## src/rtl/id_ex_stage_if.sv

```systemverilog
`default_nettype none
// ============================================================================
// Module      : id_ex_stage_if
// Description : Signal bundle between the decode stage, the forwarding
//               sources (EX/MEM and MEM/WB) and the ID/EX pipeline register.
//               master : drives the ID fields, flush and forwarding sources,
//                        and observes the stall and EX-stage outputs.
//               slave  : the id_ex_stage block itself.
// Ports       : flush, id_* (decoded instruction), exmem_* / memwb_*
//               (forwarding sources) -> stage; id_stall, ex_* (EX operands
//               and controls), fwd_a_sel / fwd_b_sel <- stage.
// Revision    : 1.0 - initial release
// ============================================================================
interface id_ex_stage_if #(
  parameter int REG_WIDTH       = 32,
  parameter int ALU_OPSEL_WIDTH = 4,
  parameter int RADDR_WIDTH     = 5
);
  logic                       flush;
  logic                       id_valid;
  logic [RADDR_WIDTH-1:0]     id_rs_addr;
  logic [RADDR_WIDTH-1:0]     id_rt_addr;
  logic [RADDR_WIDTH-1:0]     id_rd_addr;
  logic [REG_WIDTH-1:0]       id_rs_data;
  logic [REG_WIDTH-1:0]       id_rt_data;
  logic [REG_WIDTH-1:0]       id_imm;
  logic                       id_use_imm;
  logic [ALU_OPSEL_WIDTH-1:0] id_alu_opsel;
  logic                       id_reg_write;
  logic                       id_mem_read;
  logic                       exmem_reg_write;
  logic [RADDR_WIDTH-1:0]     exmem_rd;
  logic [REG_WIDTH-1:0]       exmem_result;
  logic                       memwb_reg_write;
  logic [RADDR_WIDTH-1:0]     memwb_rd;
  logic [REG_WIDTH-1:0]       memwb_result;
  logic                       id_stall;
  logic                       ex_valid;
  logic [REG_WIDTH-1:0]       ex_op_a;
  logic [REG_WIDTH-1:0]       ex_op_b;
  logic [ALU_OPSEL_WIDTH-1:0] ex_alu_opsel;
  logic [RADDR_WIDTH-1:0]     ex_rd_addr;
  logic                       ex_reg_write;
  logic                       ex_mem_read;
  logic [1:0]                 fwd_a_sel;
  logic [1:0]                 fwd_b_sel;

  modport master (
    output flush, id_valid, id_rs_addr, id_rt_addr, id_rd_addr,
           id_rs_data, id_rt_data, id_imm, id_use_imm, id_alu_opsel,
           id_reg_write, id_mem_read,
           exmem_reg_write, exmem_rd, exmem_result,
           memwb_reg_write, memwb_rd, memwb_result,
    input  id_stall, ex_valid, ex_op_a, ex_op_b, ex_alu_opsel,
           ex_rd_addr, ex_reg_write, ex_mem_read, fwd_a_sel, fwd_b_sel
  );

  modport slave (
    input  flush, id_valid, id_rs_addr, id_rt_addr, id_rd_addr,
           id_rs_data, id_rt_data, id_imm, id_use_imm, id_alu_opsel,
           id_reg_write, id_mem_read,
           exmem_reg_write, exmem_rd, exmem_result,
           memwb_reg_write, memwb_rd, memwb_result,
    output id_stall, ex_valid, ex_op_a, ex_op_b, ex_alu_opsel,
           ex_rd_addr, ex_reg_write, ex_mem_read, fwd_a_sel, fwd_b_sel
  );
endinterface
`default_nettype wire

```

## src/rtl/id_ex_stage.sv

```systemverilog
`default_nettype none
// ============================================================================
// Module      : id_ex_stage
// Description : ID/EX pipeline register with load-use hazard detection and
//               operand forwarding from the EX/MEM and MEM/WB stages.
// Ports       : clk    - clock, all state on rising edge
//               rst_n  - asynchronous active-low reset
//               bus    - id_ex_stage_if.slave: ID fields, flush, forwarding
//                        sources in; id_stall, EX operands/controls and
//                        forwarding selects out
// Revision    : 1.0 - initial release
// ============================================================================
module id_ex_stage #(
  parameter int REG_WIDTH       = 32,
  parameter int ALU_OPSEL_WIDTH = 4,
  parameter int RADDR_WIDTH     = 5
) (
  input  wire logic clk,
  input  wire logic rst_n,
  id_ex_stage_if.slave bus
);

  localparam logic [1:0] FWD_REG   = 2'd0;
  localparam logic [1:0] FWD_MEMWB = 2'd1;
  localparam logic [1:0] FWD_EXMEM = 2'd2;

  // Pipeline register contents
  logic                       r_valid;
  logic [RADDR_WIDTH-1:0]     r_rs_addr;
  logic [RADDR_WIDTH-1:0]     r_rt_addr;
  logic [RADDR_WIDTH-1:0]     r_rd_addr;
  logic [REG_WIDTH-1:0]       r_rs_data;
  logic [REG_WIDTH-1:0]       r_rt_data;
  logic [REG_WIDTH-1:0]       r_imm;
  logic                       r_use_imm;
  logic [ALU_OPSEL_WIDTH-1:0] r_alu_opsel;
  logic                       r_reg_write;
  logic                       r_mem_read;

  logic                       w_load_use;
  logic                       w_capture;
  logic [1:0]                 w_fwd_a_sel;
  logic [1:0]                 w_fwd_rt_sel;
  logic [REG_WIDTH-1:0]       w_rt_fwd;

  // A live load in EX whose destination is read by the instruction in ID.
  // rt only counts when ID actually consumes it (not when op_b is the imm).
  assign w_load_use = bus.id_valid & r_valid & r_mem_read
                    & (r_rd_addr != '0)
                    & ((r_rd_addr == bus.id_rs_addr)
                       | ((r_rd_addr == bus.id_rt_addr) & ~bus.id_use_imm));

  // Flush overrides the stall: the ID instruction is being killed anyway.
  assign bus.id_stall = w_load_use & ~bus.flush;

  // Only a real, non-stalled, non-flushed instruction becomes live in EX;
  // every other case loads a bubble with its controls cleared.
  assign w_capture = bus.id_valid & ~w_load_use & ~bus.flush;

  always_ff @(posedge clk or negedge rst_n) begin
    if (!rst_n) begin
      r_valid     <= 1'b0;
      r_rs_addr   <= '0;
      r_rt_addr   <= '0;
      r_rd_addr   <= '0;
      r_rs_data   <= '0;
      r_rt_data   <= '0;
      r_imm       <= '0;
      r_use_imm   <= 1'b0;
      r_alu_opsel <= '0;
      r_reg_write <= 1'b0;
      r_mem_read  <= 1'b0;
    end else begin
      // Data fields load every cycle; they are don't-care inside a bubble.
      r_valid     <= w_capture;
      r_rs_addr   <= bus.id_rs_addr;
      r_rt_addr   <= bus.id_rt_addr;
      r_rd_addr   <= bus.id_rd_addr;
      r_rs_data   <= bus.id_rs_data;
      r_rt_data   <= bus.id_rt_data;
      r_imm       <= bus.id_imm;
      r_use_imm   <= bus.id_use_imm;
      r_alu_opsel <= bus.id_alu_opsel;
      r_reg_write <= bus.id_reg_write & w_capture;
      r_mem_read  <= bus.id_mem_read & w_capture;
    end
  end

  // Forwarding: EX/MEM is the younger result so it wins over MEM/WB.
  // Register 0 is hard-wired and never forwarded.
  always_comb begin
    w_fwd_a_sel = FWD_REG;
    if (bus.exmem_reg_write && (bus.exmem_rd != '0) && (bus.exmem_rd == r_rs_addr))
      w_fwd_a_sel = FWD_EXMEM;
    else if (bus.memwb_reg_write && (bus.memwb_rd != '0) && (bus.memwb_rd == r_rs_addr))
      w_fwd_a_sel = FWD_MEMWB;

    w_fwd_rt_sel = FWD_REG;
    if (bus.exmem_reg_write && (bus.exmem_rd != '0) && (bus.exmem_rd == r_rt_addr))
      w_fwd_rt_sel = FWD_EXMEM;
    else if (bus.memwb_reg_write && (bus.memwb_rd != '0) && (bus.memwb_rd == r_rt_addr))
      w_fwd_rt_sel = FWD_MEMWB;
  end

  always_comb begin
    case (w_fwd_a_sel)
      FWD_EXMEM: bus.ex_op_a = bus.exmem_result;
      FWD_MEMWB: bus.ex_op_a = bus.memwb_result;
      default:   bus.ex_op_a = r_rs_data;
    endcase

    case (w_fwd_rt_sel)
      FWD_EXMEM: w_rt_fwd = bus.exmem_result;
      FWD_MEMWB: w_rt_fwd = bus.memwb_result;
      default:   w_rt_fwd = r_rt_data;
    endcase
  end

  assign bus.ex_op_b      = r_use_imm ? r_imm : w_rt_fwd;
  assign bus.fwd_a_sel    = w_fwd_a_sel;
  // With an immediate operand rt is not used, so report no forwarding on B.
  assign bus.fwd_b_sel    = r_use_imm ? FWD_REG : w_fwd_rt_sel;

  assign bus.ex_valid     = r_valid;
  assign bus.ex_alu_opsel = r_alu_opsel;
  assign bus.ex_rd_addr   = r_rd_addr;
  assign bus.ex_reg_write = r_reg_write & r_valid;
  assign bus.ex_mem_read  = r_mem_read & r_valid;

endmodule
`default_nettype wire

```

## src/flat_wrapper.sv

```systemverilog
// flat-port wrapper written by rule: the top's interface ports become plain ports
module id_ex_stage_flat 
#(
  parameter int REG_WIDTH       = 32,
  parameter int ALU_OPSEL_WIDTH = 4,
  parameter int RADDR_WIDTH     = 5
)
  (clk, rst_n, bus_flush, bus_id_valid, bus_id_rs_addr, bus_id_rt_addr, bus_id_rd_addr, bus_id_rs_data, bus_id_rt_data, bus_id_imm, bus_id_use_imm, bus_id_alu_opsel, bus_id_reg_write, bus_id_mem_read, bus_exmem_reg_write, bus_exmem_rd, bus_exmem_result, bus_memwb_reg_write, bus_memwb_rd, bus_memwb_result, bus_id_stall, bus_ex_valid, bus_ex_op_a, bus_ex_op_b, bus_ex_alu_opsel, bus_ex_rd_addr, bus_ex_reg_write, bus_ex_mem_read, bus_fwd_a_sel, bus_fwd_b_sel);
  id_ex_stage_if #(.REG_WIDTH(REG_WIDTH), .ALU_OPSEL_WIDTH(ALU_OPSEL_WIDTH), .RADDR_WIDTH(RADDR_WIDTH)) bus_i ();
  input  wire logic clk;
  input  wire logic rst_n;
  input wire logic [$bits(bus_i.flush)-1:0] bus_flush;
  input wire logic [$bits(bus_i.id_valid)-1:0] bus_id_valid;
  input wire logic [$bits(bus_i.id_rs_addr)-1:0] bus_id_rs_addr;
  input wire logic [$bits(bus_i.id_rt_addr)-1:0] bus_id_rt_addr;
  input wire logic [$bits(bus_i.id_rd_addr)-1:0] bus_id_rd_addr;
  input wire logic [$bits(bus_i.id_rs_data)-1:0] bus_id_rs_data;
  input wire logic [$bits(bus_i.id_rt_data)-1:0] bus_id_rt_data;
  input wire logic [$bits(bus_i.id_imm)-1:0] bus_id_imm;
  input wire logic [$bits(bus_i.id_use_imm)-1:0] bus_id_use_imm;
  input wire logic [$bits(bus_i.id_alu_opsel)-1:0] bus_id_alu_opsel;
  input wire logic [$bits(bus_i.id_reg_write)-1:0] bus_id_reg_write;
  input wire logic [$bits(bus_i.id_mem_read)-1:0] bus_id_mem_read;
  input wire logic [$bits(bus_i.exmem_reg_write)-1:0] bus_exmem_reg_write;
  input wire logic [$bits(bus_i.exmem_rd)-1:0] bus_exmem_rd;
  input wire logic [$bits(bus_i.exmem_result)-1:0] bus_exmem_result;
  input wire logic [$bits(bus_i.memwb_reg_write)-1:0] bus_memwb_reg_write;
  input wire logic [$bits(bus_i.memwb_rd)-1:0] bus_memwb_rd;
  input wire logic [$bits(bus_i.memwb_result)-1:0] bus_memwb_result;
  output wire logic [$bits(bus_i.id_stall)-1:0] bus_id_stall;
  output wire logic [$bits(bus_i.ex_valid)-1:0] bus_ex_valid;
  output wire logic [$bits(bus_i.ex_op_a)-1:0] bus_ex_op_a;
  output wire logic [$bits(bus_i.ex_op_b)-1:0] bus_ex_op_b;
  output wire logic [$bits(bus_i.ex_alu_opsel)-1:0] bus_ex_alu_opsel;
  output wire logic [$bits(bus_i.ex_rd_addr)-1:0] bus_ex_rd_addr;
  output wire logic [$bits(bus_i.ex_reg_write)-1:0] bus_ex_reg_write;
  output wire logic [$bits(bus_i.ex_mem_read)-1:0] bus_ex_mem_read;
  output wire logic [$bits(bus_i.fwd_a_sel)-1:0] bus_fwd_a_sel;
  output wire logic [$bits(bus_i.fwd_b_sel)-1:0] bus_fwd_b_sel;
  assign bus_i.flush = bus_flush;
  assign bus_i.id_valid = bus_id_valid;
  assign bus_i.id_rs_addr = bus_id_rs_addr;
  assign bus_i.id_rt_addr = bus_id_rt_addr;
  assign bus_i.id_rd_addr = bus_id_rd_addr;
  assign bus_i.id_rs_data = bus_id_rs_data;
  assign bus_i.id_rt_data = bus_id_rt_data;
  assign bus_i.id_imm = bus_id_imm;
  assign bus_i.id_use_imm = bus_id_use_imm;
  assign bus_i.id_alu_opsel = bus_id_alu_opsel;
  assign bus_i.id_reg_write = bus_id_reg_write;
  assign bus_i.id_mem_read = bus_id_mem_read;
  assign bus_i.exmem_reg_write = bus_exmem_reg_write;
  assign bus_i.exmem_rd = bus_exmem_rd;
  assign bus_i.exmem_result = bus_exmem_result;
  assign bus_i.memwb_reg_write = bus_memwb_reg_write;
  assign bus_i.memwb_rd = bus_memwb_rd;
  assign bus_i.memwb_result = bus_memwb_result;
  assign bus_id_stall = bus_i.id_stall;
  assign bus_ex_valid = bus_i.ex_valid;
  assign bus_ex_op_a = bus_i.ex_op_a;
  assign bus_ex_op_b = bus_i.ex_op_b;
  assign bus_ex_alu_opsel = bus_i.ex_alu_opsel;
  assign bus_ex_rd_addr = bus_i.ex_rd_addr;
  assign bus_ex_reg_write = bus_i.ex_reg_write;
  assign bus_ex_mem_read = bus_i.ex_mem_read;
  assign bus_fwd_a_sel = bus_i.fwd_a_sel;
  assign bus_fwd_b_sel = bus_i.fwd_b_sel;
  id_ex_stage #(.REG_WIDTH(REG_WIDTH), .ALU_OPSEL_WIDTH(ALU_OPSEL_WIDTH), .RADDR_WIDTH(RADDR_WIDTH)) u_core (.clk(clk), .rst_n(rst_n), .bus(bus_i));
endmodule
```

## config.mk

```make
export PLATFORM = sky130hd
export DESIGN_NAME = id_ex_stage_flat
export DESIGN_NICKNAME = d
export VERILOG_FILES = /design/src/rtl/id_ex_stage_if.sv /design/src/rtl/id_ex_stage.sv /design/src/flat_wrapper.sv
export SDC_FILE = /design/constraint.sdc
export NUM_CORES = 1
export LEC_CHECK = 0
export CORE_MARGIN = 5
export CORE_UTILIZATION = 38
export DETAILED_ROUTE_END_ITERATION = 7
export GPL_ROUTABILITY_DRIVEN = 1
export MAX_ROUTING_LAYER = met4
export PLACE_DENSITY = 0.76
export SYNTH_ARGS = -nofsm -noshare
export SYNTH_HDL_FRONTEND = slang
export SYNTH_SLANG_ARGS = --single-unit
```

## constraint.sdc

```tcl
create_clock -name clk -period 2.45 [get_ports clk]
set_input_delay 0.49 -clock clk [delete_from_list [all_inputs] [get_ports clk]]
set_output_delay 0.49 -clock clk [all_outputs]
set_load 0.05 [all_outputs]
```

==> impl_metrics.ini <==
[worst_setup_path]
required_ns = 1.96
cp_max_fo = 6
critPathLaunchType = register
end_kind = output pin
worst-setup-path-type = register to output pin
reg2reg_depth = 4
cp.arrival_ns = 2.62

[timing]
finalMaxSlewViolations = 0
setup_viol = 68
holdWs_ns = 0.007423
fin_ws_ns = -0.6567
rsz0062_at_grt = yes
max-slew-margin-rel = 0.6444
hold_viol = 0
fmax_mhz = 321.9
min_period_over_period = 1.268
tightestPinTransition_ns = 0.5318
period_minus_slack_ns = 3.107
fin_skew_ns = 0.001108

[clocking]
htreeDepth = 4
cts_root_buffer = clkbuf_16
cts_inserted_buffers = 17
clock-sinks = 119
clk_pin_slew_ns = 0.06
tritoncts = done
cts_buffer_depth = 2
worstSkewPairLatency_ns = 0.43

[floorplan]
rows = 44
die_height_um = 132.1
start_util = 0.3885
core_area_um2 = 14590
die_w_um = 132.1
ios = 279
dieArea_um2 = 17460

[synth]
ys_seq_elements = 119
syn_area_um2 = 5668
ys_seq_area_frac = 0.5254
syn_nets = 676
post_synth.cell_area_avg_um2 = 11.86
synth_cells = 478
ys_types = 36
synth-warning-count = 0

[placement]
port-buffer-count = 278
place.gp.congestion = 0.8443
placed_area_um2 = 9813
place_hpwl_um = 15720

[power]
total_power_mw = 6.497
power_density_nw_per_um2 = 532.3
ir_drop_v = 0.0005803
p_leak_nw = 4.993

[flow_run]
drv_cap = 0

[routing]
drtAntennaViolNets = 0
drt_iter0_markers = 245
vias_per_cell = 5.516
route.detailed.drc = 0
routed_wl_um = 26740
drt_first_pass_iters = 4
vias = 5676
wire_per_inst_um = 25.99

[cells_and_area]
utilization = 0.8366
nets = 1030
fin_area_um2 = 12210
area_delta_synth_final_pct = 115.3
n_antenna_cell = 0
drive_gt1_frac = 0.4686
nFillCells = 678

[outcome]
run_status = finished, violations left
violations = setup timing

[hold_path]
hold_class = input pin to asynchronous set/reset pin

[grt]
grt.total_usage = 0.2857
antenna_found_initial = 0
grt_max_degree = 42
grt_pass1_vias = 6387
grt_pass1_wl_um = 37230
grt_overflow = 0
-- cell type report --
type	instances	area, µm²	share of cell area
clock inverter	14	150.1	0.01230
tap	184	230.2	0.01886
clock buffer	18	439.2	0.03598
timing repair buffer	372	4439	0.3637
inverter	4	15.01	0.001230
sequential	119	2984	0.2445
multi-input combinational	318	3948	0.3234
-- cell usage in the layout (no fill, tap or decap), types with 3 or more instances in the layout --
master,Yosys,routed
a221oi_2,30,19
a221oi_4,0,13
and3_1,32,32
buf_12,3,64
buf_2,8,7
buf_4,4,37
buf_6,7,51
buf_8,0,6
clkbuf_16,0,21
clkdlybuf4s50_1,0,193
clkinv_2,0,3
clkinv_4,0,4
clkinvlp_4,0,3
dfrtp_1,119,116
dlygate4sd2_1,0,7
inv_1,4,4
mux2i_4,0,30
nand2_1,68,38
nand2_2,0,10
nand2_4,0,20
nand4_1,3,3
nor2_1,35,31
nor2_2,1,3
nor2_4,1,3
nor3_4,0,3
o21ai_2,0,4
o21ai_4,0,29
o31ai_4,0,31
xnor2_1,23,13
xnor2_2,0,8
xor2_1,7,6
-- where the power goes --
| part | internal, mW | leakage [nW] | total, mW | switching, mW |
|---|---|---|---|---|
| clock network | 1.53 | 0.283 | 2.52 | 0.989 |
| logic | 0.913 | 3.32 | 1.83 | 0.917 |
| registers | 2.07 | 1.39 | 2.15 | 0.0842 |
| total | 4.51 | 4.99 | 6.50 | 1.99 |
-- registers in the layout, indices dropped and copies added (netlist names) --
register	flops
u_core.r_reg_write	1
u_core.r_rt_addr	5
u_core.r_rt_data	32
u_core.bus.ex_valid	1
u_core.r_imm	32
u_core.r_mem_read	1
u_core.r_rs_data	32
u_core.r_use_imm	1
u_core.bus.ex_alu_opsel	4
u_core.r_rs_addr	5
u_core.bus.ex_rd_addr	5
-- synthesized netlist by cell type (all sizes together) --
cell type | count | area, µm²
nor4 | 2 | 42.54
or3 | 1 | 6.260
nand3 | 2 | 10.01
and2 | 1 | 6.260
clkbuf | 15 | 56.30
nor2 | 37 | 148.9
nand4 | 3 | 18.77
a221oi | 32 | 468.0
nand4b | 1 | 23.77
and3 | 32 | 200.2
dfrtp | 119 | 2978
nor3 | 3 | 20.02
o32a | 1 | 10.01
or4 | 3 | 26.27
o31ai | 32 | 390.4
nand2b | 1 | 6.260
buf | 22 | 209.0
inv | 4 | 15.01
xnor2 | 23 | 201.4
nand2 | 68 | 255.2
mux2i | 32 | 320.3
o21ai | 33 | 165.2
o21bai | 1 | 7.510
nor4b | 1 | 8.760
xor2 | 7 | 61.31
nor2b | 2 | 12.51
-- cell families after synthesis --
group                     share of synthesized area
buffers and inverters                       0.04945
and+or+nand+nor                              0.1386
muxes                                       0.05651
DFF                                          0.5254
xor gates and xnor gates                    0.04636
AOI/OAI and AO/OA                            0.1837
-- stage by stage --
step	instances	TNS [ns]	setup WS [ns]
3_3_place_gp	953	-39.79	-0.7725
3_5_place_dp	953	-42.28	-0.8262
6_report	1029	-33.61	-0.6567
2_1_floorplan	478	-9.269	-0.3485
4_1_cts	1015	-31.47	-0.5872
5_1_grt	1029	-39.34	-0.7366
-- critical path, cell delays in order (launching register included) --
cell,delay [ns]
dfrtp_1,0.40
xor2_1,0.17
nor4_4,0.45
nor2b_4,0.32
buf_4,0.16
buf_12,0.13
a221oi_4,0.08
o31ai_4,0.27
buf_6,0.20
-- what timing repair did --
| item | 4_1_cts | 5_1_grt |
|---|---|---|
| endpoints found under the setup margin | 69 | 69 |
| resized for setup | 177 | 131 |
| gates cloned | 8 | 4 |
| hold buffers | 0 | 0 |
| pin swaps | 29 | 32 |
| setup buffers | 23 | 17 |
-- metal layers --
metal | part of all wire | vias up | global-route usage
li1 | - | 2434 | -
met1 | 0.36 | 2821 | 0.3081
met2 | 0.53 | 337 | 0.4848
met3 | 0.065 | 84 | 0.07939
met4 | 0.044 | 0 | 0.1371
met5 | 0 | - | -
-- worst paths after layout --
path	to	slack [ns]	startpoint
hold reg to reg	u_core.bus.ex_valid	0.85	u_core.r_mem_read
setup / recovery	bus_ex_op_b[3]	-0.66	u_core.r_rt_addr[1]
hold / removal	u_core.r_rs_data[16]	0.007	rst_n
max in group asynchronous	u_core.bus.ex_rd_addr[4]	1.69	rst_n
min in group clk	u_core.r_rt_addr[2]	0.33	bus_id_rt_addr[2]
setup reg to reg	u_core.r_mem_read	0.90	u_core.bus.ex_rd_addr[0]
Power figures use the tool's default switching activity.
